[src/rtl/fft_bitrev_frame_buffer.sv]
// Ping-pong frame buffer ahead of the FFT input-prep stage: samples stream in
// one per cycle and land at their bit-reversed address, frames leave in parallel.
module fft_bitrev_frame_buffer #(
  parameter  int SAMPLES = 8,
  parameter  int WIDTH   = 3,
  localparam int ADDR    = $clog2(SAMPLES)
) (
  input  logic             clk,
  input  logic             rst_n,
  input  logic             clear,
  input  logic             in_valid,
  output logic             in_ready,
  input  logic [WIDTH-1:0] in_data,
  output logic             frame_valid,
  input  logic             frame_ready,
  output logic [WIDTH-1:0] frame_data [SAMPLES],
  output logic [ADDR-1:0]  fill_level
);

  logic [WIDTH-1:0] bank_mem [2][SAMPLES];
  logic [1:0]       full;
  logic             wr_bank;
  logic             rd_bank;
  logic [ADDR-1:0]  wr_idx;
  logic             accept;
  logic             consume;
  logic             last_in;

  function automatic logic [ADDR-1:0] bitrev(input logic [ADDR-1:0] k);
    logic [ADDR-1:0] r;
    r = '0;
    for (int b = 0; b < ADDR; b++) r[b] = k[ADDR-1-b];
    return r;
  endfunction

  // clear outranks both handshakes, so neither may fire in a clear cycle
  assign in_ready    = !full[wr_bank];
  assign frame_valid = full[rd_bank];
  assign accept      = in_valid && in_ready && !clear;
  assign consume     = frame_valid && frame_ready && !clear;
  assign last_in     = (wr_idx == ADDR'(SAMPLES - 1));
  assign fill_level  = wr_idx;

  always_comb begin
    for (int i = 0; i < SAMPLES; i++) frame_data[i] = bank_mem[rd_bank][i];
  end

  // Bank control: accept and consume always address different banks
  always_ff @(posedge clk or negedge rst_n) begin
    if (!rst_n) begin
      full    <= '0;
      wr_bank <= 1'b0;
      rd_bank <= 1'b0;
      wr_idx  <= '0;
    end else if (clear) begin
      full    <= '0;
      wr_bank <= 1'b0;
      rd_bank <= 1'b0;
      wr_idx  <= '0;
    end else begin
      if (accept) begin
        if (last_in) begin
          full[wr_bank] <= 1'b1;
          wr_bank       <= ~wr_bank;
          wr_idx        <= '0;
        end else begin
          wr_idx <= wr_idx + 1'b1;
        end
      end
      if (consume) begin
        full[rd_bank] <= 1'b0;
        rd_bank       <= ~rd_bank;
      end
    end
  end

  // Sample storage; a full bank is never written since in_ready is low for it
  always_ff @(posedge clk or negedge rst_n) begin
    if (!rst_n) begin
      for (int b = 0; b < 2; b++)
        for (int i = 0; i < SAMPLES; i++) bank_mem[b][i] <= '0;
    end else if (accept) begin
      bank_mem[wr_bank][bitrev(wr_idx)] <= in_data;
    end
  end

endmodule

[config.mk]
export PLATFORM = sky130hd
export DESIGN_NAME = fft_bitrev_frame_buffer
export DESIGN_NICKNAME = d
export VERILOG_FILES = /design/src/rtl/fft_bitrev_frame_buffer.sv
export SDC_FILE = /design/constraint.sdc
export NUM_CORES = 1
export LEC_CHECK = 0
export ABC_AREA = 1
export CAP_MARGIN = 20
export CORE_MARGIN = 4
export CORE_UTILIZATION = 40
export DETAILED_ROUTE_END_ITERATION = 8
export PLACE_DENSITY = 0.65
export SETUP_SLACK_MARGIN = 0.4
export SYNTH_ARGS = -nofsm -noshare
export SYNTH_HDL_FRONTEND = slang
export SYNTH_SLANG_ARGS = --single-unit
[constraint.sdc]
create_clock -name clk -period 2.53 [get_ports clk]
set_input_delay 0.3795 -clock clk [delete_from_list [all_inputs] [get_ports clk]]
set_output_delay 0.3795 -clock clk [all_outputs]
set_load 0.05 [all_outputs]
==> results.sh <==
export IMPL_diodes=0
export IMPL_overflow=0
export IMPL_dp_hpwl_mm=4.93
export IMPL_ios=37
export IMPL_min_period_ns=1.98
export IMPL_swShare_pct=34.3
export IMPL_clk_pin_slew_ns=0.10
export IMPL_drt_initial_drc_count=176
export IMPL_synthCells=376
export IMPL_p_comb_share_pct=29.2
export IMPL_cts_path_max_buffers=2
export IMPL_dieArea_sq_mm=0.00865
export IMPL_p_total_mw=2.38
export IMPL_syn_to_final_growth_pct=18.9
export IMPL_synth_flop_cell="dfrtp_1"
export IMPL_synth_area_sq_mm=0.00289
export IMPL_ys_warn_count=0
export IMPL_switchingPower_mw=0.816
export IMPL_grt_pass1_wl_mm=12.0
export IMPL_leakage_nw=1.87
export IMPL_cap_violations=0
export IMPL_cp_data_required_time_ns=2.15
export IMPL_synth_cell_types=21
export IMPL_async_flop_share_pct=100
export IMPL_finClkSkew_ns=0.00705
export IMPL_worstMarginPinSlew_ns=0.651
export IMPL_synth_avg_cell_area_sq_um=7.68
export IMPL_utilization_pct=49.7
export IMPL_yosys_top_cells_area="dfrtp_1 (48%), nand2_1 (18%), nand3_1 (7.6%)"
export IMPL_slew_headroom_pct=56.6
export IMPL_die_h_um=93.0
export IMPL_tritoncts="built"
export IMPL_grt_pass1_vias=2518
export IMPL_clkLatencyLatePin_ns=0.31
export IMPL_seqPwrFrac_pct=41.8
export IMPL_core_sq_mm=0.00691
export IMPL_nNetsFinal=425
export IMPL_yosysTopAreaCell="dfrtp_1"
export IMPL_worstPathMaxFanout=5
export IMPL_grt_usage_pct=17.4
export IMPL_path_class="reg -> out"
export IMPL_report_final_hold_viol_count=0
export IMPL_h_tree_depth=2
export IMPL_final_setup_tns_ns=0
export IMPL_ys_top_cells_by_count="nand2_1 (140), dfrtp_1 (55), nand3_1 (44)"
export IMPL_synth_edf_count=0
export IMPL_start_kind="register"
export IMPL_ys_ff_latch=55
export IMPL_p_per_area_mw_per_mm2=693
export IMPL_drive_gt1_share_pct=13.3
export IMPL_synth_most_common_cell="nand2_1"
export IMPL_ant_nets=0
export IMPL_rsz0062_at_grt="false"
export IMPL_cts_sinks=55
export IMPL_final_period_utilization_pct=78.3
export IMPL_max_freq_mhz=505
export IMPL_syn_num_nets=390
export IMPL_dr_pass1_iters=4
export IMPL_slowest_stage="clkdlybuf4s50_1"
export IMPL_path_delay_family="buffers and inverters"
export IMPL_grt_antenna_before_repair=0
export IMPL_critPathArrivalTime_ns=1.60
export IMPL_cts_hold_buffers=0
export IMPL_slowest_delay_ns=0.84
export IMPL_via_count=2480
export IMPL_path_buf_inv=1
export IMPL_rows=30
export IMPL_fin_hold_ws_ns=0.0823
export IMPL_hold_class="in -> async"
export IMPL_die_w_um=93.0
export IMPL_drc_errors=0
export IMPL_seq_area_frac_synth_pct=47.6
export IMPL_grt_max_degree=37
export IMPL_ctsRootBufferMaster="clkbuf_8"
export IMPL_viasPerCell=4.88
export IMPL_yosys_area_top_type_share_pct=47.6
export IMPL_status="finished, final reports clean"
export IMPL_worst_ir_drop_vdd_v=0.000256
export IMPL_drv_slew=0
export IMPL_p_clk_share_pct=29.0
export IMPL_crit_chain="clkdlybuf4s50_1"
export IMPL_cts_buffers=5
export IMPL_routed_wl_mm=6.87
export IMPL_intPower_mw=1.56
export IMPL_post_drt_wl_per_cell_um=13.5
export IMPL_gp_congestion=0.833
export IMPL_start_util_pct=41.8
export IMPL_setup_viol=0
export IMPL_cp_end_kind="primary output"
export IMPL_io_buffers=36
## kinds of logic after synthesis
logic type | share of synthesized area, %
simple gates | 31.6
buf+inv | 8.96
compound gates | 9.18
fa+ha+maj | 2.60
flops | 47.6
## sequential cells by signal, indices dropped and copies added, names as in the netlist
signal and cells:
bank_mem 48, fill_level 3, full 2, rd_bank 1
wr_bank 1
## per-layer routing
layer / part of all wire (%) / vias to the layer above / track usage (%)
li1: - / 1253 / -
met1: 47 / 1173 / 23.1
met2: 49 / 46 / 29.2
met3: 3.1 / 8 / 2.49
met4: 1.3 / 0 / 5.49
met5: 0 / - / 0
## final timing paths
kind                       slack, ns                 startpoint                        to  depth (start not counted)
min                             0.08                      rst_n  bank_mem[41]$_DFFE_PN0P_                          1
min in group clk                0.49    bank_mem[6]$_DFFE_PN0P_   bank_mem[6]$_DFFE_PN0P_                          2
max                             0.55  fill_level[1]$_DFFE_PN0P_             fill_level[1]                          1
max in group asynchronous       1.86                      rst_n       wr_bank$_DFFE_PN0P_                          2
min reg2reg                     0.49    bank_mem[6]$_DFFE_PN0P_   bank_mem[6]$_DFFE_PN0P_                          2
max reg2reg                     0.70        wr_bank$_DFFE_PN0P_  bank_mem[23]$_DFFE_PN0P_                          6
## power groups by stage
stage	clock network (mW)	registers [mW]	logic, mW
4_1_cts	0.707	0.995	0.705
5_1_grt	0.744	1.00	0.755
3_5_place_dp	0	1.01	0.704
3_3_place_gp	0	1.01	0.695
6_report	0.691	0.994	0.696
2_1_floorplan	0	1.01	0.481
## cell usage in the layout (no fill, tap or decap), drive strengths merged, types with 2 or more instances in the layout
cell type / instances
bufinv: 2
dfrtp: 55
nor2: 12
ha: 6
clkbuf: 5
clkdlybuf4s50: 8
o21ai: 25
nand4: 10
nand3: 45
nand2: 143
o21bai: 18
inv: 43
buf: 36
## cell type report
cell class,count,area (sq um)
timing repair buffer,45,385
clock buffer,5,68.8
tap,96,120
fill,722,3470
inverter,43,161
clock inverter,3,67.6
multi-input combinational,261,1250
sequential,55,1380
## per-stage QoR
step / instances / worst slack, ns / cell area [sq um]
2_1_floorplan: 376 / 0.365 / 2890
3_3_place_gp: 500 / 0.412 / 3290
3_5_place_dp: 500 / 0.335 / 3290
4_1_cts: 508 / 0.437 / 3430
5_1_grt: 508 / 0.459 / 3430
6_report: 508 / 0.550 / 3430
## timing repair
action / CTS / global route
endpoints found under the setup margin: 0 / 3
buffers inserted: 0 / 0
resized for setup: 0 / 2
(Power assumes the default switching activity.)
